<file path="config.mk">
export PLATFORM = sky130hd
export DESIGN_NAME = store_drain_unit
export DESIGN_NICKNAME = d
export VERILOG_FILES = /design/src/rtl/store_drain_unit_pkg.sv /design/src/rtl/store_drain_unit.sv
export SDC_FILE = /design/constraint.sdc
export NUM_CORES = 1
export LEC_CHECK = 0
export ABC_AREA = 1
export CORE_MARGIN = 2
export CORE_UTILIZATION = 45
export CTS_CLUSTER_DIAMETER = 150
export DETAILED_ROUTE_END_ITERATION = 8
export HOLD_SLACK_MARGIN = 0.15
export PLACE_DENSITY = 0.92
export RECOVER_POWER = 50
export SLEW_MARGIN = 20
export SYNTH_ARGS = -nofsm -noshare
export SYNTH_HDL_FRONTEND = slang
export SYNTH_SLANG_ARGS = --single-unit
</file>
<file path="constraint.sdc">
create_clock -name clk -period 2.05 [get_ports clk]
set_input_delay 0.205 -clock clk [delete_from_list [all_inputs] [get_ports clk]]
set_output_delay 0.205 -clock clk [all_outputs]
set_load 0.05 [all_outputs]
</file>
<file path="src/rtl/store_drain_unit_pkg.sv">
// store_drain_unit_pkg: shared store-entry type, drain FSM states and byte-merge helper
package store_drain_unit_pkg;

    localparam int SB_ADDR_W = 32;
    localparam int SB_DATA_W = 32;

    typedef struct packed {
        logic [SB_ADDR_W-1:0]   addr;
        logic [SB_DATA_W-1:0]   data;
        logic [SB_DATA_W/8-1:0] strb;
        logic                   valid;
        logic                   commit;
        logic                   complete;
    } sb_entry_t;

    typedef enum logic [1:0] {IDLE, REQ, WAIT} drain_state_e;

    // Bytes of new_w selected by strb replace the matching bytes of old_w.
    function automatic logic [SB_DATA_W-1:0] merge_bytes(
        input logic [SB_DATA_W-1:0]   old_w,
        input logic [SB_DATA_W-1:0]   new_w,
        input logic [SB_DATA_W/8-1:0] strb
    );
        logic [SB_DATA_W-1:0] r;
        r = old_w;
        for (int i = 0; i < SB_DATA_W/8; i++)
            if (strb[i]) r[8*i +: 8] = new_w[8*i +: 8];
        return r;
    endfunction

endpackage

</file>
<file path="src/rtl/store_drain_unit.sv">
// store_drain_unit: drains committed store entries one at a time into single-word dcache writes.
//   clk, rst_n (async, active-low)
//   sb_entry_valid/ready     entry handshake; sb_entry_addr/data/strb/vld are the entry fields
//   wr_req_valid_o/ready_i   write request handshake; wr_req_addr_o/data_o/strb_o from hold register
//   wr_resp_valid_i/err_i    write response pulse and its error flag
//   busy_o                   FSM not idle
//   store_err_o              one-cycle pulse after an error response
//   drain_cnt_o              completed write responses, wraps silently
//   Macro STORE_DRAIN_MERGE_EN: same-word entries arriving while a request stalls are merged into it.
module store_drain_unit
    import store_drain_unit_pkg::*;
#(
    parameter int ADDR_W = 32,
    parameter int DATA_W = 32,
    parameter int CNT_W  = 16
) (
    input  logic                clk,
    input  logic                rst_n,
    input  logic                sb_entry_valid,
    output logic                sb_entry_ready,
    input  logic [ADDR_W-1:0]   sb_entry_addr,
    input  logic [DATA_W-1:0]   sb_entry_data,
    input  logic [DATA_W/8-1:0] sb_entry_strb,
    input  logic                sb_entry_vld,
    output logic                wr_req_valid_o,
    input  logic                wr_req_ready_i,
    output logic [ADDR_W-1:0]   wr_req_addr_o,
    output logic [DATA_W-1:0]   wr_req_data_o,
    output logic [DATA_W/8-1:0] wr_req_strb_o,
    input  logic                wr_resp_valid_i,
    input  logic                wr_resp_err_i,
    output logic                busy_o,
    output logic                store_err_o,
    output logic [CNT_W-1:0]    drain_cnt_o
);

    drain_state_e        state, state_nxt;
    logic [ADDR_W-1:0]   hold_addr;
    logic [DATA_W-1:0]   hold_data;
    logic [DATA_W/8-1:0] hold_strb;
    logic                merge;
    logic                resp;

`ifdef STORE_DRAIN_MERGE_EN
    // A merge is refused in the cycle the request is taken, so the sent word never changes under it.
    assign merge = state == REQ && sb_entry_valid && sb_entry_vld && !wr_req_ready_i &&
                   sb_entry_addr[ADDR_W-1:2] == hold_addr[ADDR_W-1:2];
`else
    assign merge = 1'b0;
`endif

    assign resp           = state == WAIT && wr_resp_valid_i;
    assign busy_o         = state != IDLE;
    assign wr_req_addr_o  = hold_addr;
    assign wr_req_data_o  = hold_data;
    assign wr_req_strb_o  = hold_strb;

    always_comb begin
        state_nxt      = state;
        sb_entry_ready = 1'b0;
        wr_req_valid_o = 1'b0;
        case (state)
            IDLE: begin
                sb_entry_ready = 1'b1;
                if (sb_entry_valid && sb_entry_vld && |sb_entry_strb) state_nxt = REQ;
            end
            REQ: begin
                wr_req_valid_o = 1'b1;
                sb_entry_ready = merge;
                if (wr_req_ready_i) state_nxt = WAIT;
            end
            WAIT: if (wr_resp_valid_i) state_nxt = IDLE;
            default: state_nxt = IDLE;
        endcase
    end

    always_ff @(posedge clk or negedge rst_n) begin
        if (!rst_n) begin
            state       <= IDLE;
            hold_addr   <= '0;
            hold_data   <= '0;
            hold_strb   <= '0;
            store_err_o <= 1'b0;
            drain_cnt_o <= '0;
        end else begin
            state       <= state_nxt;
            store_err_o <= resp && wr_resp_err_i;
            if (resp) drain_cnt_o <= drain_cnt_o + CNT_W'(1);
            // Dropped entries are still latched; harmless since IDLE never drives a request.
            if (state == IDLE && sb_entry_valid) begin
                hold_addr <= sb_entry_addr & ~ADDR_W'(3);
                hold_data <= sb_entry_data;
                hold_strb <= sb_entry_strb;
            end else if (merge) begin
                hold_data <= merge_bytes(hold_data, sb_entry_data, sb_entry_strb);
                hold_strb <= hold_strb | sb_entry_strb;
            end
        end
    end

endmodule

</file>
After elaboration in Yosys (flattened, before gate mapping)

Index checks and enable logic that the tools add are counted.
Widths: inputs -> output; s select.

Input bits: 75
Register bits: 85
Output and inout port bits: 88

Reduce and logical (&&, ||, !) cells: 9
Eq/ne operators: 5
Muxes and demuxes: 6
Add/sub/neg operators: 1

Operator list:

| cell                  | number |
|---|---|
| $add 16x1->16 const B | 1 |
| $mux 2                | 3 |
| $ne 2x2->1 const B    | 3 |
| $pmux 2 s3            | 1 |
| $logic_and 1x1->1     | 5 |
| $reduce_or 4->1       | 1 |
| $reduce_and 3->1      | 1 |
| $eq 2x1->1 const B    | 1 |
| $eq 2x2->1 const B    | 1 |
| $logic_not 2->1       | 1 |
| $mux 1                | 2 |
| $reduce_bool 2->1     | 1 |

Depth between registers and ports, before layout

Gate-level depths: netlist (run 1).

Depth in word-level cells: 4
Mapped depth: 8

Least setup slack after synthesis (run 1)

No wires, ideal clock.

Path kind: flip-flop to flip-flop
Start point: register drain_cnt_o[0]
End point: register drain_cnt_o[12]
Data required time: 1.930 ns
Stages on the path, launching flop included: 9
Period minus slack after synthesis: 1.660 ns
Path buffers: 0
Library setup time: 0.120 ns
Slack: 0.390 ns
Arrival time: 1.541 ns
Cell sequence: dfrtp_1 > ha_1 > nand3_1 > nor2_4 > nand2_2 > nor2_2 > nand2_1 > nand2_1 > nand2_1

Cells in the longest elaborated chain, start to end: 1

RTL lines:

| what                     | RTL line               | text |
|---|---|---|
| start: declaration       | store_drain_unit.sv:34 | `output logic [CNT_W-1:0] drain_cnt_o` |
| start signal: assignment | store_drain_unit.sv:88 | `if (resp) drain_cnt_o <= drain_cnt_o + CNT_W'(1);` |
| $add 16x1->16            | store_drain_unit.sv:88 |  |

No other way between the ends.
A chain may end at the register's enable or synchronous reset.

Final worst setup path (run 1)

Start point: register state[1]
End point: output port busy_o

Cells in the longest elaborated chain, start to end: 1

RTL lines:

| what                     | RTL line               | text |
|---|---|---|
| start: declaration       | store_drain_unit.sv:37 | `drain_state_e state, state_nxt;` |
| start signal: assignment | store_drain_unit.sv:86 | `state <= state_nxt;` |
| $reduce_bool 2->1        | store_drain_unit.sv:53 | `assign busy_o = state != IDLE;` |
| end: declaration         | store_drain_unit.sv:32 | `output logic busy_o,` |

No other way between the ends.

==> impl_metrics.json, run 1 <==
{
  "multi_input_area_um2": 1280,
  "ant_nets": 0,
  "firstDrtPassIters": 4,
  "grt_pass1_vias": 2643,
  "io_pins": 163,
  "die_h_um": 94.6,
  "rsz0062_at_grt": "false",
  "synthTopCellsByArea": "dfrtp_1 58%, mux2_4 24%, nand2_1 3.1%, inv_1 2.5%, buf_6 2.1%",
  "clock_latency_ns": 0.33,
  "synth_warnings": 0,
  "critPathLaunchType": "register",
  "drc": 0,
  "yosysTopAreaCellShare": 0.576,
  "cp.required_ns": 1.85,
  "syn_area_um2": 3690,
  "final_hold_viol_count": 0,
  "track_usage": 0.195,
  "final_layout_size_suffix_gt1_frac": 0.160,
  "cp-end-kind": "output pin",
  "regArea_um2": 2130,
  "port_buffers": 158,
  "numCtsBuffers": 9,
  "grt_max_degree": 48,
  "setup_violations": 0,
  "whs_ns": 0.416,
  "fin_crit_ns": 1.93,
  "num_vias": 2518,
  "ys_seq_elements": 85,
  "antenna_found_initial": 0,
  "max_slew_margin": 0.320,
  "grt.overflow.total": 0,
  "outcome": "completed",
  "routed_wl_mm": 8.53,
  "fin_crit_sh": 0.939,
  "gp_congestion": 0.768,
  "crit_arrival_ns": 1.72,
  "netlist_instances": 261,
  "hpwlAfterDp_mm": 6.47,
  "cap_violations": 0,
  "cp_slowest_stage_delay_ns": 0.79,
  "crit_slowest_cell": "clkdlybuf4s50_1",
  "path_buf_inv": 2,
  "post_cts_buffers": 0,
  "worst_pin_slew_ns": 1.02,
  "areaGrowthSynthToFinish_pct": 49.4,
  "clk_pin_slew_ns": 0.08,
  "via_per_inst": 4.69,
  "core_area_um2": 8090,
  "crit_type": "register to output pin",
  "slew_viol_final": 0,
  "place_area_um2": 5390,
  "hp-class": "primary input to register",
  "dr.first_iter.drc_count": 56,
  "post-place-cells": 520,
  "layout.nets": 503,
  "p_leak_nw": 2.54,
  "wl_per_cell_um": 15.9,
  "path_cells": "nor2_4, inv_1, clkdlybuf4s50_1",
  "root_buffer": "clkbuf_8",
  "max_freq_ghz": 0.519,
  "grt_pass1_wl_mm": 13.5,
  "cts_tree": "done",
  "powerDensity_nw_per_um2": 1380,
  "clock_skew_ns": 0.00920,
  "clockBufferDepth": 2,
  "synth_area_leader_cell": "dfrtp_1",
  "htree_num_levels": 3,
  "dieArea_um2": 8940,
  "crit_family": "buffers and inverters",
  "initial_core_util": 0.456,
  "fillers": 629,
  "cp_max_fo": 5,
  "cts.sinks": 85,
  "ir_worst_vdd_v": 0.000687,
  "syn_avg_cell_area_um2": 14.1,
  "ys_types": 23,
  "final_area_um2": 5510,
  "synth_seq_area_share": 0.576,
  "rows": 33,
  "insertedDiodeCount": 0,
  "die_w_um": 94.6,
  "fin_cells": 537,
  "fin_tns_setup_ns": 0
}
final cells by class:
cell class / instances / share of cell area
inverters: 25 / 0.0170
clock inverters: 7 / 0.0227
well taps: 105 / 0.0238
repair buffers: 163 / 0.296
flip-flops and latches: 85 / 0.386
clock buffers: 9 / 0.0225
multi-input cells: 143 / 0.232
timing repair:
item | 4_1_cts | 5_1_grt
hold endpoints to repair | 38 | 0
gates resized for setup | 2 | 0
setup endpoints to repair | 2 | 0
hold buffers | 1 | 0
power breakdown:
part	leakage [nW]	internal, mW	total, mW	switching (mW)
logic	1.41	1.45	3.74	2.29
clock network	0.125	0.827	1.44	0.609
registers	1.01	2.14	2.43	0.292
state kept, by name, indices dropped and copies added (netlist names):
signal / flops
store_err_o: 1
drain_cnt_o: 16
wr_req_strb_o: 4
wr_req_addr_o: 30
wr_req_data_o: 32
state: 2
worst paths after layout:
kind / from / to / depth (start not counted) / slack (ns)
min: wr_resp_err_i / store_err_o / 3 / 0.42
max in group asynchronous: rst_n / wr_req_data_o[31] / 3 / 0.68
min reg2reg: wr_req_strb_o[0] / wr_req_strb_o[0] / 2 / 0.49
min in group asynchronous: rst_n / wr_req_addr_o[28] / 2 / 0.56
max reg2reg: state[1] / wr_req_data_o[5] / 4 / 0.14
max: state[1] / busy_o / 3 / 0.12
per-stage QoR:
stage	worst slack, ns	power (mW)	utilization
CTS	0.0480	7.81	0.698
finish	0.125	7.61	0.681
global route	0.0488	7.93	0.681
floorplan	0.390	5.03	-
global placement	0.373	6.27	0.666
detailed placement	0.342	6.35	0.666
synthesized netlist by cell type:
cell type  count
nand3_4        1
ha_1           1
inv_1         25
nand2_1       30
nand3_1        8
nand2_2        1
mux2_4        60
nor2_4         2
nor2_2         3
mux2_2         2
buf_4          2
conb_1         1
o31ai_1        1
buf_6          7
xnor2_1        4
dfrtp_1       85
nor3_1         3
xor2_1         7
nor3_2         1
o21ai_0        6
nor2_1         6
nand2_4        1
nand4_1        4
cells by family (layout without fill, tap and decap cells):
kind of cell               Yosys count  after routing  share of synthesized area
muxes                               62             62                      0.250
AOI/OAI and AO/OA                    7              7                     0.0102
other                                1              2                    0.00102
buffers and inverters               34            204                     0.0509
xor gates and xnor gates            11             11                     0.0261
adders and majority gates            1              1                    0.00339
and+or+nand+nor                     60             60                     0.0817
DFF                                 85             85                      0.576
worst register-to-register path: stages (launching register included):
cell	delay, ns
dfrtp_1	0.46
nor2_4	0.08
nand2_2	0.35
clkbuf_2	0.54
mux2_1	0.38
cells in the final DEF, fill, tap and decap left out, types with 2 or more instances in the layout:
cell / netlist / routed
dlygate4sd2_1: 0 / 2
clkbuf_8: 0 / 9
buf_12: 0 / 2
nand2_1: 30 / 31
dfrtp_1: 85 / 85
inv_6: 0 / 4
mux2_2: 2 / 2
nand4_1: 4 / 4
mux2_1: 0 / 16
clkbuf_2: 0 / 3
nor2_1: 6 / 10
bufinv_16: 0 / 3
o21ai_0: 6 / 6
conb_1: 1 / 2
nand3_1: 8 / 9
nor3_1: 3 / 4
inv_1: 25 / 25
xor2_1: 7 / 7
xnor2_1: 4 / 4
mux2_4: 60 / 44
clkdlybuf4s50_1: 0 / 155
routing by layer:
| layer | vias to the layer above | part of all wire | track usage |
|---|---|---|---|
| met3 | 9 | 0.070 | 0.0479 |
| met5 | - | 0 | 0 |
| met4 | 0 | 0.013 | 0.0580 |
| li1 | 1187 | - | - |
| met1 | 1224 | 0.41 | 0.243 |
| met2 | 98 | 0.51 | 0.338 |
Note: power is estimated with default switching activity, not from simulation.
==> run 2: changes to the inputs <==
Settings changed: CELL_PAD_IN_SITES_DETAIL_PLACEMENT from default to 1, CELL_PAD_IN_SITES_GLOBAL_PLACEMENT from default to 1, CORE_UTILIZATION 45 to 25, PLACE_DENSITY 0.92 to 0.71.
==> run 2 against run 1 <==
Global-route usage shrank 6.5 points. Largest cell class unchanged. Largest power group unchanged. Clock-buffer cell count grew 1. Critical endpoint is now drain_cnt_o[0]. Non-clock buffer count grew 3. Utilization shrank 29 points. Final cell count grew 15%. Sequential share of layout area shrank 1.2 points. Die area grew 76%. Design area grew 3.3%. Worst hold slack gained 0.010 ns. Critical path depth shrank 2.
==> impl_metrics.json, run 2 (synthesized netlist as in run 1, its figures left out) <==
{
  "p_leak_nw": 2.59,
  "drc": 0,
  "critPathLaunchType": "register",
  "grt.overflow.total": 0,
  "crit_path_start": "drain_cnt_o[0]",
  "core_area_um2": 14500,
  "ant_nets": 0,
  "rows": 44,
  "gp_congestion": 0.758,
  "clk_pin_slew_ns": 0.06,
  "via_per_inst": 4.18,
  "crit_slowest_cell": "clkdlybuf4s50_1",
  "die_h_um": 125,
  "cp.required_ns": 1.85,
  "slew_viol_final": 0,
  "clock_skew_ns": 0.00497,
  "root_buffer": "clkbuf_16",
  "numCtsBuffers": 9,
  "grt_max_degree": 46,
  "areaGrowthSynthToFinish_pct": 54.4,
  "grt_pass1_wl_mm": 16.0,
  "initial_core_util": 0.255,
  "fin_crit_sh": 0.890,
  "clock_latency_ns": 0.34,
  "hpwlAfterDp_mm": 7.30,
  "fin_tns_setup_ns": 0,
  "track_usage": 0.130,
  "cp_slowest_stage_delay_ns": 0.84,
  "crit_end": "drain_cnt_o[0]",
  "htree_num_levels": 3,
  "outcome": "completed",
  "firstDrtPassIters": 4,
  "path_buf_inv": 1,
  "rrSetupSlack_ns": 0.27,
  "grt_pass1_vias": 2863,
  "crit_family": "buffers and inverters",
  "largest_reg_flops": 32,
  "fin_crit_ns": 1.82,
  "fillers": 1534,
  "port_buffers": 158,
  "cp_max_fo": 4,
  "rsz0062_at_grt": "false",
  "worst_pin_slew_ns": 1.10,
  "layout.nets": 506,
  "routed_wl_mm": 9.71,
  "max_freq_ghz": 0.548,
  "crit_arrival_ns": 1.62,
  "final_hold_viol_count": 0,
  "cts_tree": "done",
  "powerDensity_nw_per_um2": 1380,
  "cap_violations": 0,
  "crit_cells": 1,
  "whs_ns": 0.426,
  "ff2ff_path_depth": 4,
  "max_slew_margin": 0.264,
  "cp-end-kind": "output pin",
  "final_common_cell": "clkdlybuf4s50_1",
  "cts.sinks": 85,
  "crit_type": "register to output pin",
  "setup_violations": 0,
  "hp-class": "primary input to register",
  "insertedDiodeCount": 0,
  "dieArea_um2": 15700,
  "io_pins": 163,
  "num_vias": 2590,
  "timing.rr.start": "state[1]",
  "wl_per_cell_um": 15.7,
  "ir_worst_vdd_v": 0.000558,
  "post_cts_buffers": 0,
  "antenna_found_initial": 0,
  "clockBufferDepth": 2,
  "die_w_um": 125,
  "dr.first_iter.drc_count": 60,
  "final_layout_size_suffix_gt1_frac": 0.170,
  "path_cells": "clkdlybuf4s50_1",
  "hold_depth": 3,
  "final_util": 0.393,
  "r2r_end": "wr_req_addr_o[11]",
  "mostFrequentLayoutCells": "154 x clkdlybuf4s50_1, 85 x dfrtp_1, 47 x mux2_4"
}
run 2: cell count changes in the layout (fill, tap and decap cells not counted), sizes merged, moves of 2 or more:
cell         delta
buf             +4
inv             -3
bufinv          -2
clkbuf          +2
clkinv          +2
clkinvlp        +2
dlygate4sd2     -2
run 2: cell type report:
type | instances | area, um^2 | share of cell area
clock buffers | 10 | 229 | 0.0402
inverters | 25 | 93.8 | 0.0165
flip-flops and latches | 85 | 2130 | 0.373
multi-input cells | 143 | 1290 | 0.226
clock inverters | 6 | 71.3 | 0.0125
well taps | 184 | 230 | 0.0404
repair buffers | 166 | 1660 | 0.291
run 2: power breakdown:
| group | leakage, nW | switching (mW) | internal (mW) |
|---|---|---|---|
| logic | 1.44 | 2.30 | 1.48 |
| registers | 1.01 | 0.299 | 2.14 |
| clock network | 0.139 | 0.693 | 0.953 |
| total | 2.59 | 3.29 | 4.57 |
run 2: worst min path at each step:
stage / slack [ns] / start / end
after detailed placement: 0.25 / rst_n / wr_req_addr_o[19]
final: 0.43 / wr_resp_err_i / store_err_o
after CTS: 0.40 / wr_resp_err_i / store_err_o
after floorplan: -0.09 / rst_n / drain_cnt_o[0]
after global placement: 0.24 / rst_n / wr_req_addr_o[16]
after global routing: 0.42 / wr_resp_err_i / store_err_o
run 2: through the flow:
step	instances	worst slack, ns	total power, mW	instance area, um^2
global placement	602	0.369	6.31	5490
CTS	619	0.0151	8.12	5800
floorplan	262	0.390	5.03	3690
finish	619	0.226	7.87	5700
detailed placement	602	0.351	6.39	5490
global route	619	0.111	8.23	5700
run 2: routing by layer:
layer	track usage	up-vias	routed length [um]
li1	-	1192	-
met1	0.158	1283	4180
met2	0.211	101	4720
met3	0.0509	14	664
met4	0.0412	0	142
met5	0	-	0
run 2: what timing repair did:
action                                 CTS  global route
gates resized for setup                  0             1
hold buffers                             1             0
setup endpoints to repair                0             1
endpoints found under the hold margin   40             0
run 2: worst min-delay path, cell delays in order:
cell and delay, ns:
clkdlybuf4s50_1 0.41, inv_1 0.07, nor2_1 0.04
==> run 3: changes to the inputs <==
Settings changed: ABC_AREA 1 to 0, PLACE_DENSITY 0.71 to 0.72, SKIP_LAST_GASP from default to 1.
==> run 3 against run 2 <==
Global-route usage decreased by 0.92 points. Clock power up 7%. Via count decreased by 9.6%. Area after synthesis is 6.7% lower. Worst hold slack lost 0.038 ns. Design area down 4.9%. Synthesized cell count is 18% lower. Sequential power is essentially flat. Utilization grew 1.2 points. Die area fell by 6.5%. First-iteration DRC count rose by 5.0%. Flip-flop and latch count unchanged. Largest power group unchanged.
==> impl_metrics.json, run 3 <==
{
  "die_w_um": 121,
  "worst_pin_slew_ns": 1.18,
  "routed_wl_mm": 8.58,
  "mostFrequentLayoutCells": "155 x clkdlybuf4s50_1, 85 x dfrtp_1, 38 x mux2_2",
  "outcome": "completed",
  "hold_depth": 3,
  "final_layout_size_suffix_gt1_frac": 0.164,
  "numCtsBuffers": 9,
  "insertedDiodeCount": 0,
  "die_h_um": 121,
  "port_buffers": 158,
  "crit_cells": 3,
  "cts.sinks": 85,
  "slew_viol_final": 0,
  "largest_reg_flops": 32,
  "dr.first_iter.drc_count": 63,
  "final_area_um2": 5410,
  "max_freq_ghz": 0.512,
  "clock_latency_ns": 0.34,
  "syn_avg_cell_area_um2": 16.1,
  "ant_nets": 0,
  "path_cells": "nor2_2, inv_1, clkdlybuf4s50_1",
  "layout_setup_ws_ns": 0.0969,
  "whs_ns": 0.388,
  "hpwlAfterDp_mm": 6.27,
  "drc": 0,
  "ys_seq_elements": 85,
  "cp_slowest_stage_delay_ns": 0.71,
  "via_per_inst": 4.18,
  "syn_area_um2": 3440,
  "antenna_found_initial": 0,
  "grt_pass1_vias": 2556,
  "gp_congestion": 0.711,
  "final_hold_viol_count": 0,
  "cp.required_ns": 1.85,
  "crit_slowest_cell": "clkdlybuf4s50_1",
  "post-place-ws_ns": 0.270,
  "firstDrtPassIters": 4,
  "cts_tree": "done",
  "grt_pass1_wl_mm": 13.6,
  "dieArea_um2": 14700,
  "post-place-cells": 543,
  "powerDensity_nw_per_um2": 1430,
  "areaGrowthSynthToFinish_pct": 57.2,
  "final_common_cell": "clkdlybuf4s50_1",
  "fin_cells": 560,
  "synth_common_cells": "85 x dfrtp_1, 38 x mux2_2, 29 x mux2_4",
  "core_area_um2": 13300,
  "clock_skew_ns": 0.00459,
  "yosysTopAreaCellShare": 0.618,
  "rsz0062_at_grt": "false",
  "critPathLaunchType": "register",
  "crit_type": "register to output pin",
  "root_buffer": "clkbuf_16",
  "wl_per_cell_um": 15.3,
  "layout.nets": 455,
  "synthTopCellsByArea": "dfrtp_1 62%, mux2_4 13%, mux2_2 12%, xnor2_1 2.5%, buf_6 1.3%",
  "ys_types": 27,
  "netlist_instances": 214,
  "synth_area_leader_cell": "dfrtp_1",
  "crit_arrival_ns": 1.75,
  "initial_core_util": 0.258,
  "setup_violations": 0,
  "path_buf_inv": 2,
  "grt.overflow.total": 0,
  "place_area_um2": 5230,
  "synth_warnings": 0,
  "fin_tns_setup_ns": 0,
  "rows": 42,
  "fin_crit_ns": 1.95,
  "cp_max_fo": 5,
  "crit_family": "buffers and inverters",
  "power.total_mw": 7.75,
  "track_usage": 0.121,
  "hp-class": "primary input to register",
  "synth_seq_area_share": 0.618,
  "clk_pin_slew_ns": 0.06,
  "synth_edf_count": 0,
  "num_vias": 2342,
  "grt_max_degree": 86,
  "ff2ff_path_depth": 4,
  "io_pins": 163,
  "cp-end-kind": "output pin",
  "final_util": 0.406,
  "yosysMostFrequentCell": "dfrtp_1",
  "ir_worst_vdd_v": 0.000772,
  "p_leak_nw": 2.26,
  "ys.flop_type": "dfrtp_1",
  "clockBufferDepth": 2,
  "max_slew_margin": 0.215,
  "htree_num_levels": 3,
  "cap_violations": 0,
  "fin_crit_sh": 0.953,
  "async_flop_share": 1.00
}
==> run 3: final timing paths <==
| path | startpoint | to | slack [ns] |
|---|---|---|---|
| worst max-delay path | state[1] | busy_o | 0.1 |
| worst min-delay path | wr_resp_err_i | store_err_o | 0.39 |
| worst max register to register | state[1] | wr_req_addr_o[21] | 0.22 |
| worst min register to register | drain_cnt_o[15] | drain_cnt_o[15] | 0.47 |
| max in group asynchronous | rst_n | wr_req_data_o[27] | 0.51 |
| min in group asynchronous | rst_n | state[1] | 0.76 |
==> run 3: cell families (layout without fill, tap and decap cells) <==
family / count (synthesis) / count (layout) / synth area share
other: 1 / 2 / 0.00109
adders and majority gates: 1 / 1 / 0.00363
and+or+nand+nor: 29 / 29 / 0.0556
muxes: 67 / 67 / 0.251
buffers and inverters: 14 / 183 / 0.0276
AOI/OAI and AO/OA: 2 / 2 / 0.00545
DFF: 85 / 85 / 0.618
xor gates and xnor gates: 15 / 15 / 0.0382
==> run 3: area by class of cell <==
class / count / area, um^2
clock buffer: 10 / 239
sequential: 85 / 2130
fill: 1428 / 7930
inverter: 4 / 15.0
timing repair buffer: 163 / 1610
multi-input combinational: 116 / 1120
tap: 176 / 220
clock inverter: 6 / 86.3
==> run 3: power breakdown <==
part	leakage, nW	internal [mW]	switching [mW]
Clock	0.158	1.10	0.658
Combinational	1.07	1.29	2.28
Sequential	1.03	2.15	0.276
==> run 3: repair_timing <==
item | 4_1_cts | 5_1_grt
endpoints found under the hold margin | 85 | 0
gates resized for setup | 1 | 0
setup endpoints to repair | 1 | 0
setup buffers | 0 | 0
hold buffers | 1 | 0
==> run 3: worst min-delay path: stages <==
cell and delay, ns:
clkdlybuf4s50_1 0.40, inv_1 0.05, nor2_1 0.03
==> run 3: routing by layer <==
metal,up-vias,track usage,routed length (um)
li1,1064,-,-
met5,-,0,0
met4,0,0.0323,120
met3,8,0.0592,758
met1,1177,0.137,3390
met2,93,0.202,4310
